### config.mk
export PLATFORM = sky130hd
export DESIGN_NAME = instruction_fetch_flat
export DESIGN_NICKNAME = d
export VERILOG_FILES = /design/src/rtl/instruction_fetch_if.sv /design/src/rtl/instruction_fetch.sv /design/src/flat_wrapper.sv
export SDC_FILE = /design/constraint.sdc
export NUM_CORES = 1
export LEC_CHECK = 0
export BUFFER_PORTS_ARGS = -buffer_cell sky130_fd_sc_hd__buf_2
export CAP_MARGIN = 20
export CORE_UTILIZATION = 53
export CTS_CLUSTER_DIAMETER = 150
export DETAILED_ROUTE_END_ITERATION = 8
export PLACE_DENSITY_LB_ADDON = 0.12
export SYNTH_ARGS = -nofsm -noshare
export SYNTH_HDL_FRONTEND = slang
export SYNTH_SLANG_ARGS = --single-unit
### constraint.sdc
create_clock -name clk -period 2.4 [get_ports clk]
set_input_delay 0 -clock clk [delete_from_list [all_inputs] [get_ports clk]]
set_output_delay 0 -clock clk [all_outputs]
set_load 0.1 [all_outputs]
### src/rtl/instruction_fetch_if.sv
// Fetch unit bus: control strobes, program-memory port and fetch state.
interface instruction_fetch_if;
    logic        instr_rd_en;
    logic        instr_flush;
    logic        pc_incr_en;
    logic        pc_j_en;
    logic        stack_push;
    logic        stack_pop;
    logic [1:0]  pclath_hi;
    logic [13:0] pm_data;
    logic [12:0] pm_addr;
    logic [12:0] pc;
    logic [13:0] instr_current;
    logic [2:0]  stack_ptr;

    modport master (
        output instr_rd_en, instr_flush, pc_incr_en, pc_j_en,
        output stack_push, stack_pop, pclath_hi, pm_data,
        input  pm_addr, pc, instr_current, stack_ptr
    );

    modport slave (
        input  instr_rd_en, instr_flush, pc_incr_en, pc_j_en,
        input  stack_push, stack_pop, pclath_hi, pm_data,
        output pm_addr, pc, instr_current, stack_ptr
    );
endinterface

### src/rtl/instruction_fetch.sv
// Instruction fetch: 13-bit PC, instruction register, 8-deep circular return stack.
module instruction_fetch (
    input  logic clk,
    input  logic rst,
    instruction_fetch_if.slave bus
);
    logic [12:0] pc_q;
    logic [12:0] pc_d;
    logic [13:0] ir_q;
    logic [13:0] ir_d;
    logic [2:0]  ptr_q;
    logic [2:0]  ptr_d;
    logic [2:0]  ptr_dec;
    logic [12:0] stack_q [8];
    logic [12:0] jump_target;
    logic        stack_wr;

    assign ptr_dec     = ptr_q - 3'd1;
    assign jump_target = {bus.pclath_hi, ir_q[10:0]};
    // a simultaneous pop wins, so the push never writes
    assign stack_wr    = bus.stack_push && !bus.stack_pop;

    always_comb begin
        pc_d = pc_q;
        if (bus.stack_pop)
            pc_d = stack_q[ptr_dec];
        else if (bus.pc_j_en)
            pc_d = jump_target;
        else if (bus.pc_incr_en)
            pc_d = pc_q + 13'd1;
    end

    always_comb begin
        ir_d = ir_q;
        if (bus.instr_flush)
            ir_d = 14'h0000;
        else if (bus.instr_rd_en)
            ir_d = bus.pm_data;
    end

    always_comb begin
        ptr_d = ptr_q;
        if (bus.stack_pop)
            ptr_d = ptr_dec;
        else if (bus.stack_push)
            ptr_d = ptr_q + 3'd1;
    end

    always_ff @(posedge clk) begin
        if (!rst) begin
            pc_q  <= '0;
            ir_q  <= '0;
            ptr_q <= '0;
            for (int i = 0; i < 8; i++)
                stack_q[i] <= '0;
        end else begin
            pc_q  <= pc_d;
            ir_q  <= ir_d;
            ptr_q <= ptr_d;
            if (stack_wr)
                stack_q[ptr_q] <= pc_q;
        end
    end

    assign bus.pm_addr       = pc_q;
    assign bus.pc            = pc_q;
    assign bus.instr_current = ir_q;
    assign bus.stack_ptr     = ptr_q;
endmodule

### src/flat_wrapper.sv
// flat-port wrapper written by rule: the top's interface ports become plain ports
module instruction_fetch_flat 
  (clk, rst, bus_instr_rd_en, bus_instr_flush, bus_pc_incr_en, bus_pc_j_en, bus_stack_push, bus_stack_pop, bus_pclath_hi, bus_pm_data, bus_pm_addr, bus_pc, bus_instr_current, bus_stack_ptr);
  instruction_fetch_if bus_i ();
  input  logic clk;
  input  logic rst;
  input wire logic [$bits(bus_i.instr_rd_en)-1:0] bus_instr_rd_en;
  input wire logic [$bits(bus_i.instr_flush)-1:0] bus_instr_flush;
  input wire logic [$bits(bus_i.pc_incr_en)-1:0] bus_pc_incr_en;
  input wire logic [$bits(bus_i.pc_j_en)-1:0] bus_pc_j_en;
  input wire logic [$bits(bus_i.stack_push)-1:0] bus_stack_push;
  input wire logic [$bits(bus_i.stack_pop)-1:0] bus_stack_pop;
  input wire logic [$bits(bus_i.pclath_hi)-1:0] bus_pclath_hi;
  input wire logic [$bits(bus_i.pm_data)-1:0] bus_pm_data;
  output wire logic [$bits(bus_i.pm_addr)-1:0] bus_pm_addr;
  output wire logic [$bits(bus_i.pc)-1:0] bus_pc;
  output wire logic [$bits(bus_i.instr_current)-1:0] bus_instr_current;
  output wire logic [$bits(bus_i.stack_ptr)-1:0] bus_stack_ptr;
  assign bus_i.instr_rd_en = bus_instr_rd_en;
  assign bus_i.instr_flush = bus_instr_flush;
  assign bus_i.pc_incr_en = bus_pc_incr_en;
  assign bus_i.pc_j_en = bus_pc_j_en;
  assign bus_i.stack_push = bus_stack_push;
  assign bus_i.stack_pop = bus_stack_pop;
  assign bus_i.pclath_hi = bus_pclath_hi;
  assign bus_i.pm_data = bus_pm_data;
  assign bus_pm_addr = bus_i.pm_addr;
  assign bus_pc = bus_i.pc;
  assign bus_instr_current = bus_i.instr_current;
  assign bus_stack_ptr = bus_i.stack_ptr;
  instruction_fetch u_core (.clk(clk), .rst(rst), .bus(bus_i));
endmodule
## Yosys cells after proc, flatten, opt, wreduce, memory -nomap -nowiden

Memory sizes are Yosys's and may differ from the RTL's.
Index checks and enable logic that the tools add are counted.

- Word-level logic and storage cells: 26
- Input port bits: 24
- Output and inout bits: 43
- Memory bits (writable): 104
- Register bits: 30
- Memories: 1

- $add $sub $neg: 3
- Reduce and logical (&&, ||, !) cells: 6
- Bitwise logic cells: 1
- Multiplexer cells: 12

Memory list:

| name | words | width | read ports | clocked after memory_dff | wr ports | line | text |
|---|---|---|---|---|---|---|---|
| u_core.stack_q | 8 | 13 | 1 | 0 | 8 | instruction_fetch.sv:14 | `logic [12:0] stack_q [8];` |

Operator list:

| operator | number |
|---|---|
| $mux W13 | 4 |
| $add A13 B1 Y13 const B | 1 |
| $reduce_or A13 Y1 | 1 |
| $mux W3 | 3 |
| $mux W1 | 5 |
| $add A3 B1 Y3 const B | 1 |
| $reduce_bool A3 Y1 | 1 |
| $sub A3 B1 Y3 const B | 1 |
| $reduce_bool A2 Y1 | 1 |
| $reduce_or A2 Y1 | 1 |
| $logic_and A1 B1 Y1 | 1 |
| $logic_not A1 Y1 | 1 |
| $not A1 Y1 | 1 |

## Logic depth before layout (Yosys ltp)

Gate-level depths: netlist (run 1).

- Word-level depth: 7
- Gate-level depth with buffers: 9
- Depth with buffers taken out: 7

## Worst setup path after synthesis (run 1)

Ideal clock, no wire load.

- Path type: register to register
- From: reg u_core.ptr_q[0] (netlist: u_core.bus.stack_ptr[0])
- To: mem u_core.stack_q[7][0], enable pin
- Data required time: 1999 ps
- Cell stages (with the launch flop): 6
- Path buffers: 3
- Data arrival time: 2675 ps
- Clock period less this slack: 3076 ps
- Slack: -676 ps
- Library setup time: 401 ps
- Path through: dfxtp_1 > buf_6 > clkbuf_8 > nand3_4 > clkbuf_1 > o21ai_0

RTL lines:

| item | line | text |
|---|---|---|
| start, declared | instruction_fetch.sv:11 | `logic [2:0] ptr_q;` |
| start signal, assigned | instruction_fetch.sv:59 | `ptr_q <= ptr_d;` |
| end, declared | instruction_fetch.sv:14 |  |

## Worst setup path after layout (run 1)

- From: reg u_core.ptr_q[1] (netlist: u_core.bus.stack_ptr[1])
- To: reg u_core.pc_q[6] (netlist: u_core.bus.pc[6])

- Cells in the longest elaborated chain, start to end: 3

Ends and longest elaborated chain:

| item | line | text |
|---|---|---|
| $sub A3 B1 Y3 | instruction_fetch.sv:18 | `assign ptr_dec = ptr_q - 3'd1;` |
| $mem_v2 Z8 W13 | - |  |
| $mux W13 | instruction_fetch.sv:25 | `if (bus.stack_pop)` |
| end signal, assigned | instruction_fetch.sv:57 | `pc_q <= pc_d;` |
| end, declared | instruction_fetch.sv:7 | `logic [12:0] pc_q;` |

No other way between the ends.
A chain may end at the register's enable or synchronous reset.

==> results of run 1 <==
cells in the final DEF, fill, tap and decap left out, types with 7 or more instances in the layout:
cell type | netlist | layout
nand3_1 | 13 | 13
buf_2 | 8 | 66
mux4_1 | 8 | 8
a21oi_1 | 9 | 9
mux2i_1 | 23 | 23
buf_4 | 13 | 31
nor2_1 | 26 | 26
o21ai_0 | 18 | 12
nand4_1 | 7 | 7
nor3_1 | 18 | 18
edfxtp_1 | 104 | 104
nand2_1 | 41 | 41
dlygate4sd3_1 | 0 | 16
clkbuf_16 | 0 | 17
nor2b_1 | 7 | 7
dfxtp_1 | 30 | 27
mux4_2 | 12 | 12
and2_1 | 90 | 90
o21ai_1 | 2 | 8
flip-flops by register name (all words and copies together) (netlist names):
name / cells
u_core.bus.pc: 13
u_core.bus.stack_ptr: 3
u_core.stack_q: 104
u_core.bus.instr_current: 14
synthesized netlist by cell type (2+ instances only):
master,number,area [um2]
edfxtp_1,104,3120
and2_1,90,563
nand2_1,41,154
dfxtp_1,30,601
nor2_1,26,97.6
clkbuf_1,25,93.8
mux2i_1,23,230
nor3_1,18,90.1
o21ai_0,18,90.1
buf_4,13,97.6
nand3_1,13,65.1
mux4_2,12,270
a21oi_1,9,45.0
buf_2,8,40.0
mux4_1,8,210
nand4_1,7,43.8
nor2b_1,7,43.8
inv_1,6,22.5
xnor2_1,6,52.6
xor2_1,6,52.6
buf_6,5,56.3
nand2b_1,5,31.3
nor4_1,4,25.0
ha_1,3,37.5
or3_1,3,18.8
a311oi_1,2,17.5
a31oi_1,2,12.5
and2b_1,2,15.0
buf_1,2,7.51
nor4_2,2,25.0
o211a_1,2,20.0
o21ai_1,2,10.0
o221ai_1,2,17.5
o22ai_1,2,12.5
power groups by stage:
stage                     logic [uW]  clock network [uW]  registers (uW)
after floorplan                  866                   0            3030
after detailed placement        1440                   0            2760
after CTS                       1460                2460            2710
final                           1460                2430            2710
after global placement          1420                   0            2750
after global routing            1540                2560            2730
layer usage:
layer / track usage [%] / share of wire, %
met2: 40.1 / 48
met1: 32.9 / 44
met5: 0 / 0
met3: 6.26 / 7.0
met4: 9.51 / 1.3
kinds of logic (layout without fill, tap and decap cells):
kind of cell / after synthesis / count (layout) / share of synthesized area, %
AO/OA/AOI/OAI: 45 / 45 / 4.28
adder cells (fa/ha/maj): 3 / 3 / 0.581
flip-flops: 134 / 134 / 57.6
multiplexers: 43 / 43 / 11.0
buffers and inverters: 62 / 152 / 5.26
XOR/XNOR: 14 / 14 / 2.30
AND/OR/NAND/NOR: 223 / 223 / 19.0
final cells by class:
| class | count | area share [%] |
|---|---|---|
| flip-flops and latches | 134 | 48.9 |
| multi-input cells | 328 | 31.5 |
| repair buffers | 114 | 9.75 |
| clock buffers | 20 | 5.73 |
| well taps | 143 | 2.35 |
| clock inverters | 11 | 1.44 |
| inverters | 7 | 0.345 |
worst max-delay path: cells and delay by family, from the launching register on:
family / cells / cell delay [ns]
AOI/OAI and AO/OA: 1 / 0.10
xor gates and xnor gates: 1 / 0.57
adders and majority gates: 1 / 0.29
buffers and inverters: 2 / 0.35
DFF: 1 / 0.48
muxes: 1 / 0.19
per-stage QoR:
stage | setup slack [ns] | power [uW] | cells
2_1_floorplan | 0.00739 | 3900 | 524
3_3_place_gp | 0.378 | 4180 | 710
3_5_place_dp | 0.298 | 4200 | 710
4_1_cts | 0.288 | 6630 | 757
5_1_grt | 0.133 | 6830 | 757
6_report | 0.286 | 6600 | 757
how the worst max path moves through the flow:
| stage | slack [ns] | cells past startpoint | endpoint |
|---|---|---|---|
| detailed placement | 0.30 | 6 | u_core.bus.pc[6] |
| CTS | 0.29 | 6 | u_core.bus.pc[6] |
| global route | 0.13 | 7 | u_core.bus.pc[9] |
| floorplan | 0.007 | 5 | u_core.stack_q[7][0] |
| finish | 0.29 | 6 | u_core.bus.pc[6] |
| global placement | 0.38 | 6 | u_core.bus.pc[8] |
repair_timing:
item                       CTS  global route
hold endpoints to repair    16             0
resized for setup            0             0
hold buffers                16             0
setup endpoints to repair    0             0
==> reports/results.ini, run 1 <==
[outcome]
outcome = finished clean

[drt]
ant_nets = 0
drtIter0Drc = 349
via_count = 4355
routed_wl_mm = 14.6
viasPerCell = 5.75
wl_per_cell_um = 19.3
dr.pass1.iters = 4
drcViolationCount = 0

[layout]
regArea_um2 = 3730
fillers = 874
n_antenna_cell = 0
multiInputGateArea_um2 = 2400
nNetsFinal = 629
final_area_um2 = 7620
drive_gt1_share_pct = 23.6
fin_util_pct = 65.4
area_growth_pct = 17.9

[sta]
fin_crit_ns = 2.11
setup_tns_ns = 0
relSlewSlack_pct = 57.0
holdWs_ns = 0.0710
final-hold-violation-count = 0
finalClockSkew_ns = 0.00964
timing.fmax_mhz = 473
tightestPinTransition_ns = 0.645
slew_violations = 0
final-setup-viol-count = 0
rsz0062_at_grt = false
fin_crit_sh_pct = 88.1

[die]
core-area_um2 = 11700
die_x_um = 112
start_util_pct = 55.4
die_area_um2 = 12600
die_h_um = 112
io_pins = 67
rows = 39

[worst_setup_path]
critPathLaunchType = register
crit_arrival_ns = 2.41
path_max_fanout = 19
r2r_end = u_core.bus.pc[6]
required_ns = 2.69
max_stage_delay_ns = 0.57
path_class = register to register
rr_worst_depth = 6
crit_path_end_kind = register
startpoint = u_core.bus.stack_ptr[1]
r2r-start = u_core.bus.stack_ptr[1]
slowest_stage = xor2_4
r2r_slack_ns = 0.29
path_cells = inv_1 > ha_1 > xor2_4 > buf_4 > mux2i_1 > o22ai_1

[synth]
syn_area_per_cell_um2 = 12.3
syn-num-nets = 551
synth_seq_cells = 134
synth_cells = 524
yosys_warnings = 0
yosysSeqAreaShare_pct = 57.6
synth-main-ff-cell = edfxtp_1
synth_edf_count = 104
async_flop_share_pct = 0
syn-cell-area_um2 = 6470
ys_types = 50

[grt]
grt_overflow = 0
grt_pass1_vias = 4321
grtUsageTotal_pct = 24.9
grt_pass1_wl_mm = 23.3
grt_max_degree = 30
antenna_found_initial = 0

[power]
p_clk_share_pct = 36.8
combPwrFrac_pct = 22.1
power_density_nw_per_um2 = 865
p_leak_uw = 0.00304
p_switching_uw = 2080
intPower_uw = 4520
ir_drop_mv = 0.532
swShare_pct = 31.5
p_seq_share_pct = 41.1

[clock_network]
htreeDepth = 4
post_cts.repair.setup_buffers = 0
clk_pin_slew_worst_paths_ns = 0.05
cts_sinks = 134
clockBufferDepth = 2
cts_tree = built
cts_buffers = 17
root_buffer = clkbuf_16
clkLatencyLatePin_ns = 0.42

[place]
placed_area_um2 = 6920
finalWeightedCongestion = 0.836
dp.final_hpwl_mm = 10.0
io_buffers = 66

[hold_path]
min-delay-start = rst
hp-class = primary input to register
min_to = u_core.bus.pc[4]
hold_depth = 3

[job]
maxCapViolations = 0

Power figures use the tool's default switching activity.
==> run 2: changes to the inputs <==
--- a/config.mk
+++ b/config.mk
@@ -7,7 +7,9 @@
 export LEC_CHECK = 0
 export BUFFER_PORTS_ARGS = -buffer_cell sky130_fd_sc_hd__buf_2
 export CAP_MARGIN = 20
-export CORE_UTILIZATION = 53
+export CELL_PAD_IN_SITES_DETAIL_PLACEMENT = 1
+export CELL_PAD_IN_SITES_GLOBAL_PLACEMENT = 1
+export CORE_UTILIZATION = 52
 export CTS_CLUSTER_DIAMETER = 150
 export DETAILED_ROUTE_END_ITERATION = 8
 export PLACE_DENSITY_LB_ADDON = 0.12
==> constraint.sdc (replaced) <==
create_clock -name clk -period 2.5 [get_ports clk]
set_input_delay 0 -clock clk [delete_from_list [all_inputs] [get_ports clk]]
set_output_delay 0 -clock clk [all_outputs]
set_load 0.1 [all_outputs]
==> run 2 against run 1 <==
Combinational power hardly changed; sequential share of layout area down 0.34 points; first-iteration DRC count up 25%; non-clock buffer count unchanged; critical path depth decreased by 3; fmax decreased by 9.2%; final area increased by 0.67%; register-to-register slack got worse by 0.12 ns; hold slack got worse by 0.0044 ns; total power shrank 0.97%; routed wire length grew 29%; critical path type unchanged; critical endpoint is now u_core.stack_q[4][8].
==> reports/results.ini, run 2 (synthesis results as in run 1) <==
[layout]
layout_common_cells = edfxtp_1 (104), and2_1 (90), buf_2 (66), nand2_1 (41), buf_4 (32)
n_antenna_cell = 0  ; unchanged
area_growth_pct = 18.7
top_register = u_core.stack_q
fin_util_pct = 63.6  ; -1.7 points
drive_gt1_share_pct = 23.6  ; -0.038 points
fillers = 1224  ; +40%
largest_reg_flops = 104  ; unchanged
layout_commonest_cell = edfxtp_1
nNetsFinal = 629  ; unchanged

[grt]
grt_overflow = 0  ; unchanged
grt_max_degree = 30  ; unchanged
grtUsageTotal_pct = 31.1  ; +6.2 points
grt_pass1_wl_mm = 28.6  ; +23%
antenna_found_initial = 0  ; unchanged
grt_pass1_vias = 4790  ; +11%

[clock_network]
ctsHoldBuffers = 15  ; -1
clkLatencyLatePin_ns = 0.42  ; about the same
htreeDepth = 4  ; unchanged
cts_tree = built
cts_buffers = 17  ; unchanged
ctsResizeCount = 0  ; unchanged
post_cts.repair.setup_buffers = 0  ; unchanged
clockBufferDepth = 2  ; unchanged
root_buffer = clkbuf_16
cts_sinks = 134  ; unchanged
clk_pin_slew_worst_paths_ns = 0.06  ; about the same

[drt]
dr.pass1.iters = 5  ; +1
top_layer_used = met4
dr_wl_met2_mm = 9.38  ; +34%
viasPerCell = 5.94  ; +3.2%
routed_wl_mm = 18.9  ; +29%
wl_met3_mm = 1.30  ; +28%
via_count = 4650  ; +6.8%
wl_per_cell_um = 24.1  ; +25%
drtIter0Drc = 436  ; +25%
drcViolationCount = 0  ; unchanged
wl_met1_mm = 7.86  ; +23%
ant_nets = 0  ; unchanged

[power]
power_uw = 6530  ; -0.97%
intPower_uw = 4440  ; -1.7%
combPwrFrac_pct = 22.4  ; +0.3 points
p_clk_share_pct = 37.6  ; +0.8 points
p_switching_uw = 2090  ; +0.70%
ir_drop_mv = 0.494  ; -7.2%
swShare_pct = 32.0  ; +0.53 points
p_seq_share_pct = 40.0  ; -1.1 points
power_density_nw_per_um2 = 851  ; -1.6%
p_leak_uw = 0.00305  ; +0.57%

[worst_setup_path]
r2r_end = u_core.stack_q[4][8]
slowest_stage = dfxtp_1
critPathLaunchType = register
path_class = register to register
required_ns = 2.78  ; +0.09 ns
crit_family = simple AND/OR/NAND/NOR gates
path_max_fanout = 13  ; -6
path_buf_inv = 0  ; -2
rr_worst_depth = 3  ; -3
r2r-start = u_core.bus.stack_ptr[2]
max_stage_delay_ns = 0.77  ; +0.20 ns
crit_arrival_ns = 2.61  ; +0.20 ns
r2r_slack_ns = 0.17  ; -0.12 ns
path_cells = nand2_1 > nor2_1 > and2_1
crit_path_end_kind = register

[sta]
fin_crit_sh_pct = 93.2  ; +5.1 points
holdWs_ns = 0.0666  ; -0.00440 ns
setup_tns_ns = 0  ; unchanged
final-hold-violation-count = 0  ; unchanged
slew_violations = 0  ; unchanged
finalClockSkew_ns = 0.00916  ; -0.000481 ns
fin_crit_ns = 2.33  ; +0.215 ns
rsz0062_at_grt = false
final-setup-viol-count = 0  ; unchanged
relSlewSlack_pct = 41.3  ; -16 points
timing.fmax_mhz = 429  ; -9.2%
tightestPinTransition_ns = 0.877  ; +0.233 ns

[outcome]
outcome = finished clean

[place]
dp.final_hpwl_mm = 12.4  ; +24%
io_buffers = 66  ; unchanged
finalWeightedCongestion = 0.859  ; +2.7%

[die]
start_util_pct = 53.6  ; -1.8 points
die_x_um = 114  ; +0.94%
rows = 40  ; +2.6%
core-area_um2 = 12100  ; +3.4%
io_pins = 67  ; unchanged
die_h_um = 114  ; +0.94%
die_area_um2 = 12900  ; +1.9%

[job]
maxCapViolations = 0  ; unchanged

[hold_path]
hold_depth = 4  ; +1
min-delay-start = bus_stack_push
hp-class = primary input to register
min_to = u_core.bus.stack_ptr[0]

## run 2: how the worst max path moves through the flow
stage,from,endpoint,slack (ns),cells after the start
finish,u_core.bus.stack_ptr[2],u_core.stack_q[4][8],0.17,3
global route,u_core.bus.stack_ptr[2],u_core.stack_q[4][6],0.05,3
CTS,u_core.bus.stack_ptr[2],u_core.stack_q[4][6],0.19,3
detailed placement,u_core.bus.stack_ptr[2],u_core.stack_q[4][6],0.21,3
global placement,u_core.bus.stack_ptr[2],u_core.stack_q[4][6],0.40,3
floorplan,u_core.bus.stack_ptr[2],u_core.stack_q[6][0],0.03,3
## run 2: power groups by stage
stage	registers [uW]	logic (uW)	clock network (uW)
finish	2610	1460	2460
global route	2630	1530	2540
CTS	2610	1450	2470
detailed placement	2650	1420	0
global placement	2640	1390	0
floorplan	2910	831	0
## run 2: tightest hold or removal path: cells and delay by family
family,cells,cell delay [ns]
xor gates and xnor gates,1,0.13
buffers and inverters,1,0.14
and+or+nand+nor,2,0.18
## run 2: per-layer routing
layer | global-route usage, % | vias to the layer above
met5 | 0 | -
met4 | 10.4 | 0
met3 | 5.37 | 30
met2 | 51.4 | 212
met1 | 41.9 | 2379
li1 | - | 2029
## run 2: final cells by class
class	count	area [um2]	area share, %
well taps	168	210	2.74
repair buffers	114	741	9.65
clock inverters	13	138	1.79
inverters	7	26.3	0.342
flip-flops and latches	134	3730	48.5
clock buffers	19	433	5.64
multi-input cells	328	2400	31.3
## run 2: through the flow
step	worst slack (ns)	cell area, um2	cells
after floorplan	0.0313	6470	524
after global placement	0.401	6960	736
after detailed placement	0.207	6960	736
after CTS	0.190	7680	783
after global routing	0.0517	7680	783
final	0.170	7680	783
